$ cat config.mk
export PLATFORM = sky130hd
export DESIGN_NAME = seg_scan_display
export DESIGN_NICKNAME = d
export VERILOG_FILES = /design/src/rtl/seg_scan_display.sv
export SDC_FILE = /design/constraint.sdc
export NUM_CORES = 1
export LEC_CHECK = 0
export BUFFER_PORTS_ARGS = -buffer_cell sky130_fd_sc_hd__buf_4
export CORE_MARGIN = 10
export CORE_UTILIZATION = 39
export CTS_BUF_LIST = sky130_fd_sc_hd__clkbuf_8
export CTS_CLUSTER_DIAMETER = 120
export DETAILED_ROUTE_END_ITERATION = 10
export GPL_ROUTABILITY_DRIVEN = 0
export GPL_TIMING_DRIVEN = 0
export SYNTH_ARGS = -nofsm -noshare
export SYNTH_HDL_FRONTEND = slang
export SYNTH_SLANG_ARGS = --single-unit
$ cat constraint.sdc
create_clock -name clk -period 2.9 [get_ports clk]
set_input_delay 0.725 -clock clk [delete_from_list [all_inputs] [get_ports clk]]
set_output_delay 0.725 -clock clk [all_outputs]
set_load 0.01 [all_outputs]
$ cat src/rtl/seg_scan_display.sv
// Multi-channel 7-segment scan driver: snapshots one debug word per frame and scans it onto common-anode digits.
// Latency: seg/select update one clk after the digit index advances; channel/snapshot change only at frame end.
// Backpressure: none; hold freezes the snapshot, and async ch_data changes never affect a frame in progress.
module seg_scan_display #(
    parameter int NUM_CH     = 4,
    parameter int NUM_DIGITS = 4,
    parameter int SCAN_DIV   = 50000,
    parameter int ROT_FRAMES = 256,
    parameter int LZ_BLANK   = 0
) (
    input  logic                             clk,
    input  logic                             reset,
    input  logic [NUM_CH*4*NUM_DIGITS-1:0]   ch_data,
    input  logic [$clog2(NUM_CH)-1:0]        ch_sel,
    input  logic                             auto_rot,
    input  logic                             hold,
    output logic [6:0]                       seg,
    output logic [NUM_DIGITS-1:0]            select,
    output logic [$clog2(NUM_CH)-1:0]        cur_ch
);

    localparam int CW  = 4 * NUM_DIGITS;
    localparam int CHW = $clog2(NUM_CH);
    localparam int DVW = $clog2(SCAN_DIV);
    localparam int DGW = (NUM_DIGITS > 1) ? $clog2(NUM_DIGITS) : 1;
    localparam int FW  = (ROT_FRAMES > 1) ? $clog2(ROT_FRAMES) : 1;

    logic [DVW-1:0]        div;
    logic [DGW-1:0]        dig;
    logic [FW-1:0]         fcnt;
    logic [FW-1:0]         fcnt_nxt;
    logic [CW-1:0]         snap;
    logic                  upd;
    logic                  tick;
    logic                  frame_end;
    logic [CHW-1:0]        next_ch;
    logic [CW-1:0]         sel_data;
    logic [3:0]            nib;
    logic                  lz;
    logic [NUM_DIGITS-1:0] sel_n;

    // Active-low hex decode, segment order {g,f,e,d,c,b,a}
    function automatic logic [6:0] hex7(input logic [3:0] n);
        case (n)
            4'h0:    hex7 = 7'b1000000;
            4'h1:    hex7 = 7'b1111001;
            4'h2:    hex7 = 7'b0100100;
            4'h3:    hex7 = 7'b0110000;
            4'h4:    hex7 = 7'b0011001;
            4'h5:    hex7 = 7'b0010010;
            4'h6:    hex7 = 7'b0000010;
            4'h7:    hex7 = 7'b1111000;
            4'h8:    hex7 = 7'b0000000;
            4'h9:    hex7 = 7'b0010000;
            4'hA:    hex7 = 7'b0001000;
            4'hB:    hex7 = 7'b0000011;
            4'hC:    hex7 = 7'b1000110;
            4'hD:    hex7 = 7'b0100001;
            4'hE:    hex7 = 7'b0000110;
            default: hex7 = 7'b0001110;
        endcase
    endfunction

    assign tick      = (div == DVW'(SCAN_DIV - 1));
    assign frame_end = tick && (dig == DGW'(NUM_DIGITS - 1));

    // Channel chosen for the next frame and the rotate frame counter's next value
    always_comb begin
        next_ch  = cur_ch;
        fcnt_nxt = fcnt;
        if (!auto_rot) begin
            fcnt_nxt = '0;
            if (32'(ch_sel) < NUM_CH) begin
                next_ch = ch_sel;
            end else begin
                next_ch = '0;
            end
        end else if (fcnt == FW'(ROT_FRAMES - 1)) begin
            fcnt_nxt = '0;
            next_ch  = (cur_ch == CHW'(NUM_CH - 1)) ? '0 : cur_ch + CHW'(1);
        end else begin
            fcnt_nxt = fcnt + FW'(1);
        end
    end

    // Select the word of the channel that becomes current at frame end
    always_comb begin
        sel_data = '0;
        for (int k = 0; k < NUM_CH; k++) begin
            if (next_ch == CHW'(k)) begin
                sel_data = ch_data[k*CW +: CW];
            end
        end
    end

    // Nibble, digit enable and leading-zero status for the digit now being scanned
    always_comb begin
        nib   = '0;
        lz    = 1'b0;
        sel_n = '1;
        for (int d = 0; d < NUM_DIGITS; d++) begin
            if (dig == DGW'(d)) begin
                nib      = snap[d*4 +: 4];
                sel_n[d] = 1'b0;
                if (d > 0 && (snap >> (4 * d)) == '0) begin
                    lz = 1'b1;
                end
            end
        end
    end

    // Scan timing: divider, digit index, and a one-cycle-delayed tick for output refresh
    always_ff @(posedge clk or negedge reset) begin
        if (!reset) begin
            div <= '0;
            dig <= '0;
            upd <= 1'b0;
        end else begin
            upd <= tick;
            if (tick) begin
                div <= '0;
                dig <= (dig == DGW'(NUM_DIGITS - 1)) ? '0 : dig + DGW'(1);
            end else begin
                div <= div + DVW'(1);
            end
        end
    end

    // Frame-synchronous channel switch and snapshot load; frame counter idles while manual
    always_ff @(posedge clk or negedge reset) begin
        if (!reset) begin
            fcnt   <= '0;
            cur_ch <= '0;
            snap   <= '0;
        end else begin
            if (!auto_rot) begin
                fcnt <= '0;
            end else if (frame_end) begin
                fcnt <= fcnt_nxt;
            end
            if (frame_end) begin
                cur_ch <= next_ch;
                if (!hold) begin
                    snap <= sel_data;
                end
            end
        end
    end

    // Registered segment and digit drive, refreshed once per digit slot
    always_ff @(posedge clk or negedge reset) begin
        if (!reset) begin
            seg    <= 7'h7F;
            select <= '1;
        end else if (upd) begin
            select <= sel_n;
            seg    <= (LZ_BLANK != 0 && lz) ? 7'h7F : hex7(nib);
        end
    end

endmodule

==> results of run 1 <==
metal layers:
metal	vias up	wire, um	share of wire (%)
met5	-	0	0
met3	6	347	3.7
met2	40	4920	53
li1	1573	-	-
met1	1539	3980	43
met4	0	90	0.96
placed cells by master (no fill, tap or decap), types with 7 or more instances in the layout:
cell type,count
a2111oi_0,8
xnor2_1,9
nor2_1,43
ha_1,13
mux2i_1,18
xor2_1,7
buf_4,83
nand3_1,15
dfstp_2,11
nand2_1,35
and2_1,7
o21ai_0,15
nor4_1,7
nor3_1,31
inv_1,8
dfrtp_1,45
clkbuf_1,11
a221oi_1,12
per-stage QoR:
| stage | total power [W] | instances |
|---|---|---|
| finish | 0.00146 | 579 |
| global route | 0.00152 | 579 |
| CTS | 0.00148 | 579 |
| detailed placement | 0.000948 | 571 |
| global placement | 0.000948 | 571 |
| floorplan | 0.000848 | 382 |
kinds of logic (layout without fill, tap and decap cells):
family,count (synthesis),in the layout,synth area share (%)
AND/OR/NAND/NOR,182,182,27.5
AO/OA/AOI/OAI,69,69,14.0
flip-flops,56,56,40.8
buffers and inverters,27,116,3.46
multiplexers,19,19,5.52
XOR/XNOR,16,16,4.04
adder cells (fa/ha/maj),13,13,4.69
repair_timing:
| item | in CTS | in global routing |
|---|---|---|
| gates resized for setup | 0 | 1 |
| endpoints found under the hold margin | 0 | 0 |
| endpoints found under the setup margin | 0 | 1 |
report_power, final:
group | total [W] | switching, W | internal [W]
Sequential | 0.000781 | 0.000000000000000000145 | 0.000781
Clock | 0.000528 | 0.000267 | 0.000261
Combinational | 0.000150 | 0.0000670 | 0.0000829
Total | 0.00146 | 0.000334 | 0.00112
how the worst min path moves through the flow:
stage                 from      end  depth (start not counted)  slack [ns]
floorplan           div[0]   div[0]                          1        0.42
global placement    div[0]   div[0]                          1        0.44
detailed placement  div[0]   div[0]                          1        0.44
CTS                 div[0]   div[0]                          1        0.46
global route        div[0]   div[0]                          1        0.47
finish               reset  snap[3]                          1        0.45
cells in the mapped netlist, types with 4 or more instances:
cell type / count
dfrtp_1: 45
nor2_1: 43
nand2_1: 35
nor3_1: 31
mux2i_1: 18
nand3_1: 15
o21ai_0: 15
ha_1: 13
a221oi_1: 12
clkbuf_1: 11
dfstp_2: 11
xnor2_1: 9
a2111oi_0: 8
inv_1: 8
and2_1: 7
nor4_1: 7
xor2_1: 7
a21oi_1: 6
a31oi_1: 6
nand4_1: 6
a21boi_0: 5
and3_1: 4
o22ai_1: 4
or2_2: 4
or3_1: 4
state kept, by name, indices dropped and copies added (netlist names):
signal,cells
fcnt,8
snap,16
upd,1
seg,7
dig,2
div,16
select,4
cur_ch,2
layout make-up:
cell class,count,area (um^2)
clock buffers,5,68.8
flip-flops and latches,56,1420
well taps,108,135
plain buffers,18,86.3
repair buffers,81,608
multi-input cells,299,1940
fillers,878,4340
inverters,9,33.8
clock inverters,3,47.5
worst max-delay path: stages (launching register included):
cell and delay (ns):
dfrtp_1 0.39, ha_1 0.20, and3_1 0.16, clkbuf_1 0.30, nand3_1 0.15, a31oi_1 0.65, nor2_2 0.24, a221oi_1 0.36
==> flow_metrics.env, run 1 <==
export IMPL_hold_path_class="input pin to asynchronous set/reset pin"
export IMPL_grt_usage_pct=14.2
export IMPL_seq_area_frac_synth_pct=40.8
export IMPL_p_per_area_mw_per_mm2=336
export IMPL_drt_total_wl_um=9340
export IMPL_final_hold_viol_count=0
export IMPL_cts_buffers=5
export IMPL_overflow=0
export IMPL_grt_max_degree=57
export IMPL_critPathCaptureType="flip-flop"
export IMPL_num_antenna_cells=0
export IMPL_vias=3158
export IMPL_first_global_vias=3294
export IMPL_worstMarginPinSlew_ns=0.802
export IMPL_r2r_end="snap[14]"
export IMPL_drt_initial_drc_count=79
export IMPL_io_pins=83
export IMPL_cp_startpoint="fcnt[0]"
export IMPL_vias_per_cell=5.45
export IMPL_die_x_um=114
export IMPL_syn_area_mm2=0.00347
export IMPL_port_buffers=81
export IMPL_syn_area_per_cell_um2=9.09
export IMPL_drv_cap=0
export IMPL_synth_edff_count=0
export IMPL_cts_root_buffer="clkbuf_8"
export IMPL_coreArea_mm2=0.00868
export IMPL_period_share_pct=88.0
export IMPL_synth_top_area_share_pct=32.4
export IMPL_area_delta_synth_final_pct=24.9
export IMPL_pre_cts_slack_ns=0.157
export IMPL_cts_setup_buffers=0
export IMPL_design_area_mm2=0.00434
export IMPL_peakVddDrop_v=0.000290
export IMPL_use_met1_pct=17.0
export IMPL_initial_core_util_pct=40.0
export IMPL_gr_max_usage_layer="met2"
export IMPL_yosysWarnings=0
export IMPL_dp_hpwl_um=7440
export IMPL_rows=34
export IMPL_synth_ff_type="dfrtp_1"
export IMPL_clkTransAtPathRegs_ns=0.11
export IMPL_crit_path_start_kind="flip-flop"
export IMPL_grt_antenna_before_repair=0
export IMPL_reg2reg_setup_slack_ns=0.35
export IMPL_crit_arrival_ns=2.76
export IMPL_timing_rr_start="fcnt[0]"
export IMPL_hold_buffers=0
export IMPL_grt_setup_unrepaired="false"
export IMPL_min_period_ns=2.55
export IMPL_drc=0
export IMPL_synth_nets=465
export IMPL_place_area_mm2=0.00421
export IMPL_grt_pass1_wl_um=15500
export IMPL_finalSetupViolations=0
export IMPL_synth_seq_cells=56
export IMPL_clock_path_buffers=2
export IMPL_yosys_area_top_type="dfrtp_1"
export IMPL_htree_levels=2
export IMPL_clk_latency_ns=0.31
export IMPL_die_area_mm2=0.0131
export IMPL_dieHeight_um=114
export IMPL_cp_required_ns=3.11
export IMPL_utilization_pct=50.0
export IMPL_outcome="completed"
export IMPL_crit_type="flip-flop to flip-flop"
export IMPL_fmax_mhz=392
export IMPL_synth_area_leaders="dfrtp_1 (32%), dfstp_2 (8.3%), mux2i_1 (5.2%)"
export IMPL_use_met2_pct=25.5
export IMPL_async_reset_ff_share_pct=100
export IMPL_hold_slack_ns=0.452
export IMPL_drv_slew=0
export IMPL_synth_cell_type_count=55
export IMPL_leakage_nw=1.99
export IMPL_postRouteAntennaNets=0
export IMPL_setup_tns_final_ns=0
export IMPL_cp_max_fo=9
export IMPL_r2r_cells=7
export IMPL_drt_first_pass_iters=4
export IMPL_syn_inst=382
export IMPL_drive_gt1_share_pct=26.3
export IMPL_wl_per_cell_um=16.1
export IMPL_use_met3_pct=2.88
export IMPL_clkSinkCount=56
export IMPL_relSlewSlack_pct=46.3
export IMPL_setup_slack_ns=0.349
export IMPL_crit_end="snap[14]"
export IMPL_cts_tree="done"
export IMPL_fin_nets=553
export IMPL_skew_ns=0.00916
Note: power is estimated with default switching activity, not from simulation.
==> run 2, diff against run 1 <==
Settings changed: CAP_MARGIN set to 20, PLACE_DENSITY set to 0.71.
==> run 2 against run 1 <==
Compared with the run above: critical path depth is 2 lower; fmax is 3.9% lower; non-clock buffer count stayed put; combinational power hardly changed; cell count stayed put; sequential power hardly changed; global-route usage is 0.93 points lower; sequential share of layout area is 0.21 points higher; flip-flop and latch count stayed put; die area stayed put; clock skew is 0.00071 ns higher; wire length is 2.9% lower.
==> flow_metrics.env, run 2 (same netlist as run 1, synthesis figures left out) <==
export IMPL_outcome="completed"
export IMPL_first_global_vias=3214
export IMPL_postRouteAntennaNets=0
export IMPL_num_antenna_cells=0
export IMPL_die_x_um=114
export IMPL_grt_max_degree=57
export IMPL_drc=0
export IMPL_drt_total_wl_um=9060
export IMPL_postCtsResizedCells=0
export IMPL_port_buffers=81
export IMPL_clkTransAtPathRegs_ns=0.10
export IMPL_grt_usage_pct=13.2
export IMPL_relSlewSlack_pct=44.6
export IMPL_drv_slew=0
export IMPL_finalSetupViolations=0
export IMPL_final_common_cell="buf_4"
export IMPL_drt_initial_drc_count=127
export IMPL_fin_nets=553
export IMPL_vias=3139
export IMPL_period_share_pct=91.5
export IMPL_cts_setup_buffers=0
export IMPL_grt_pass1_wl_um=14700
export IMPL_overflow=0
export IMPL_htree_levels=2
export IMPL_io_pins=83
export IMPL_cts_tree="done"
export IMPL_p_total_w=0.00137
export IMPL_clkSinkCount=56
export IMPL_clock_path_buffers=2
export IMPL_cp_required_ns=3.08
export IMPL_skew_ns=0.00987
export IMPL_cts_root_buffer="clkbuf_8"
export IMPL_cts_buffers=5
export IMPL_vias_per_cell=5.42
export IMPL_crit_type="flip-flop to flip-flop"
export IMPL_leakage_nw=1.97
export IMPL_area_delta_synth_final_pct=24.1
export IMPL_final_cells=579
export IMPL_hold_path_class="flip-flop to flip-flop"
export IMPL_hold_buffers=0
export IMPL_min_period_ns=2.65
export IMPL_die_area_mm2=0.0131
export IMPL_cp_max_fo=8
export IMPL_coreArea_mm2=0.00868
export IMPL_rows=34
export IMPL_dieHeight_um=114
export IMPL_p_per_area_mw_per_mm2=319
export IMPL_setup_tns_final_ns=0
export IMPL_reg_top3="div (16), snap (16), fcnt (8)"
export IMPL_peakVddDrop_v=0.000178
export IMPL_grt_setup_unrepaired="false"
export IMPL_wl_per_cell_um=15.7
export IMPL_drv_cap=0
export IMPL_final_cell_mix="buf_4 (83), dfrtp_1 (45), nor2_1 (43), nand2_1 (35), nor3_1 (31)"
export IMPL_initial_core_util_pct=40.0
export IMPL_dp_hpwl_um=7210
export IMPL_grt_antenna_before_repair=0
export IMPL_drive_gt1_share_pct=25.9
export IMPL_fmax_mhz=377
export IMPL_crit_path_start_kind="flip-flop"
export IMPL_critPathCaptureType="flip-flop"
export IMPL_clk_latency_ns=0.31
export IMPL_dpl_cell_count=571
export IMPL_final_hold_viol_count=0
export IMPL_hold_slack_ns=0.454
export IMPL_worstMarginPinSlew_ns=0.824
export IMPL_crit_arrival_ns=2.83
export IMPL_drt_first_pass_iters=4
export IMPL_utilization_pct=49.6
-- run 2: layer usage --
metal / global-route usage (%) / share of wire (%) / vias to the layer above
met5: 0 / 0 / -
met4: 2.42 / 0.72 / 0
met3: 2.78 / 4.1 / 6
met2: 24.4 / 54 / 54
met1: 15.4 / 41 / 1504
li1: - / - / 1575
-- run 2: power by group --
part	internal [W]	switching, W
Combinational	0.0000829	0.0000665
Clock	0.000191	0.000251
Sequential	0.000781	0.000000000000000000136
-- run 2: critical path: stages, from the launching register on --
cell       delay, ns
dfrtp_1         0.42
or4bb_4         0.58
nor4_1          0.75
nand2_2         0.23
a2111oi_0       0.46
nor3_1          0.08
-- run 2: path summary, 6_finish.rpt --
kind | slack (ns) | cells past startpoint | endpoint | startpoint
max | 0.25 | 5 | snap[6] | div[13]
min | 0.45 | 1 | div[0] | div[0]
max reg2reg | 0.25 | 5 | snap[6] | div[13]
min reg2reg | 0.45 | 1 | div[0] | div[0]
max in group asynchronous | 1.98 | 1 | fcnt[0] | reset
min in group asynchronous | 0.46 | 1 | snap[12] | reset
-- run 2: final cells by class --
| type | count | area [um^2] |
|---|---|---|
| fillers | 845 | 4370 |
| multi-input cells | 299 | 1940 |
| flip-flops and latches | 56 | 1420 |
| repair buffers | 81 | 608 |
| well taps | 108 | 135 |
| plain buffers | 18 | 86.3 |
| clock buffers | 6 | 82.6 |
| inverters | 9 | 33.8 |
| clock inverters | 2 | 11.3 |
-- run 2: per-stage QoR --
| stage | cell area, um^2 | setup slack (ns) |
|---|---|---|
| global route | 4310 | 0.0844 |
| floorplan | 3470 | 0.557 |
| CTS | 4310 | 0.239 |
| global placement | 4210 | 0.252 |
| finish | 4310 | 0.246 |
| detailed placement | 4210 | 0.199 |
==> run 3, diff against run 2 <==
Settings changed: REMOVE_ABC_BUFFERS set to 1.
==> run 3 against run 2 <==
Compared with the run above: worst setup slack lost 0.063 ns; combinational power about the same; core utilization decreased by 0.19 points; cell count down 2.4%; critical path depth unchanged; flip-flop and latch count unchanged; sequential power about the same; clock-buffer cell count decreased by 1; register-to-register slack lost 0.06 ns; design area fell by 0.38%; die area unchanged; global-route usage up 0.077 points; largest cell class unchanged.
==> flow_metrics.env, run 3 (same netlist as run 1, synthesis figures left out) <==
export IMPL_cts_buffers=5
export IMPL_period_share_pct=93.7
export IMPL_clkTransAtPathRegs_ns=0.10
export IMPL_dp_hpwl_um=6850
export IMPL_hold_slack_ns=0.434
export IMPL_vias_per_cell=5.50
export IMPL_cts_root_buffer="clkbuf_8"
export IMPL_grt_max_degree=57
export IMPL_initial_core_util_pct=40.0
export IMPL_drt_total_wl_um=8910
export IMPL_p_total_w=0.00144
export IMPL_first_global_vias=3177
export IMPL_peakVddDrop_v=0.000192
export IMPL_relSlewSlack_pct=35.2
export IMPL_crit_type="flip-flop to flip-flop"
export IMPL_dieHeight_um=114
export IMPL_grt_pass1_wl_um=14700
export IMPL_die_x_um=114
export IMPL_p_per_area_mw_per_mm2=335
export IMPL_grt_antenna_before_repair=0
export IMPL_drc=0
export IMPL_worstPathCellList="or4bb_4 -> nor4_1 -> nand2_2 -> a2111oi_0 -> nor3_1"
export IMPL_drv_slew=0
export IMPL_reg_top3="div (16), snap (16), fcnt (8)"
export IMPL_design_area_mm2=0.00429
export IMPL_fmax_mhz=368
export IMPL_io_pins=83
export IMPL_rows=34
export IMPL_final_common_cell="buf_4"
export IMPL_cp_slowest_cell="nor4_1"
export IMPL_clk_latency_ns=0.31
export IMPL_final_hold_viol_count=0
export IMPL_grt_setup_unrepaired="false"
export IMPL_crit_path_start_kind="flip-flop"
export IMPL_area_delta_synth_final_pct=23.6
export IMPL_outcome="completed"
export IMPL_clkSinkCount=56
export IMPL_hold_buffers=0
export IMPL_grt_usage_pct=13.3
export IMPL_vias=3110
export IMPL_wl_per_cell_um=15.8
export IMPL_setup_tns_final_ns=0
export IMPL_drt_initial_drc_count=151
export IMPL_reg2reg_setup_slack_ns=0.18
export IMPL_die_area_mm2=0.0131
export IMPL_num_antenna_cells=0
export IMPL_crit_arrival_ns=2.90
export IMPL_worstMarginPinSlew_ns=0.965
export IMPL_drive_gt1_share_pct=26.9
export IMPL_cts_tree="done"
export IMPL_clock_path_buffers=2
export IMPL_slowest_delay_ns=0.77
export IMPL_overflow=0
export IMPL_drt_first_pass_iters=6
export IMPL_postRouteAntennaNets=0
export IMPL_place_area_mm2=0.00416
export IMPL_fillers=830
export IMPL_final_cell_mix="buf_4 (83), dfrtp_1 (45), nor2_1 (43), nand2_1 (35), nor3_1 (30)"
export IMPL_port_buffers=82
export IMPL_drv_cap=0
export IMPL_hold_path_class="input pin to asynchronous set/reset pin"
export IMPL_fin_nets=539
export IMPL_coreArea_mm2=0.00868
export IMPL_min_period_ns=2.72
export IMPL_cp_max_fo=8
export IMPL_leakage_nw=1.96
export IMPL_finalSetupViolations=0
export IMPL_critPathCaptureType="flip-flop"
export IMPL_skew_ns=0.00590
export IMPL_htree_levels=2
export IMPL_cp_required_ns=3.08
[run 3: changes by cell type in the layout (fill, tap and decap cells not counted)]
| cell | before | now |
|---|---|---|
| and2_1 | 7 | 6 |
| bufinv_16 | 0 | 1 |
| clkinvlp_4 | 1 | 0 |
| clkbuf_8 | 6 | 5 |
| buf_1 | 1 | 0 |
| a211oi_1 | 3 | 2 |
| clkbuf_1 | 11 | 0 |
| nor4_2 | 0 | 1 |
| and2_2 | 0 | 1 |
| buf_2 | 3 | 0 |
| nor3_4 | 0 | 1 |
| clkinv_2 | 0 | 1 |
| a211oi_2 | 0 | 1 |
| nor3_1 | 31 | 30 |
[run 3: power breakdown]
group,total (W),leakage [nW],internal (W),switching (W)
Sequential,0.000781,0.717,0.000781,0.000000000000000000151
Clock,0.000509,0.0593,0.000253,0.000256
Combinational,0.000148,1.19,0.0000829,0.0000650
Total,0.00144,1.96,0.00112,0.000321
[run 3: what timing repair did]
action | in CTS | in global routing
buffers inserted | 0 | 0
resized for setup | 0 | 3
endpoints found under the setup margin | 18 | 5
gates cloned | 1 | 0
pin swaps | 1 | 0
[run 3: area by class of cell]
cell class,instances,area (um^2),share of cell area (%)
Multi-Input combinational cell,300,1970,45.8
Inverter,9,33.8,0.787
Clock buffer,5,68.8,1.60
Sequential cell,56,1420,33.0
Tap cell,108,135,3.15
Timing Repair Buffer,84,634,14.8
Clock inverter,3,38.8,0.904
[run 3: final timing paths]
| check | start | end | cells after the start |
|---|---|---|---|
| max | div[13] | snap[1] | 5 |
| min | reset | cur_ch[1] | 1 |
| max reg2reg | div[13] | snap[1] | 5 |
| min reg2reg | div[0] | div[0] | 1 |
| max in group asynchronous | reset | snap[10] | 1 |
| min in group clk | div[0] | div[0] | 1 |
[run 3: per-layer routing]
layer | routed length [um] | up-vias | part of all wire, % | GRT usage [%]
met1 | 4020 | 1468 | 45 | 17.0
met3 | 546 | 11 | 6.1 | 3.56
li1 | - | 1549 | - | -
met2 | 4180 | 82 | 47 | 21.3
met5 | 0 | - | 0 | 0
met4 | 167 | 0 | 1.9 | 4.51
[run 3: per-stage QoR]
| stage | setup WS [ns] | instances | utilization, % |
|---|---|---|---|
| 6_report | 0.183 | 565 | 49.5 |
| 4_1_cts | 0.182 | 565 | 49.3 |
| 5_1_grt | 0.0359 | 565 | 49.5 |
| 2_1_floorplan | -0.535 | 364 | - |
| 3_5_place_dp | -0.0987 | 556 | 47.9 |
| 3_3_place_gp | -1.28 | 554 | 47.6 |
[run 3: critical path: cells and delay by family (launching register included)]
kind            cells  cell delay, ns
compound gates      1            0.45
simple gates        4            1.71
flops               1            0.42
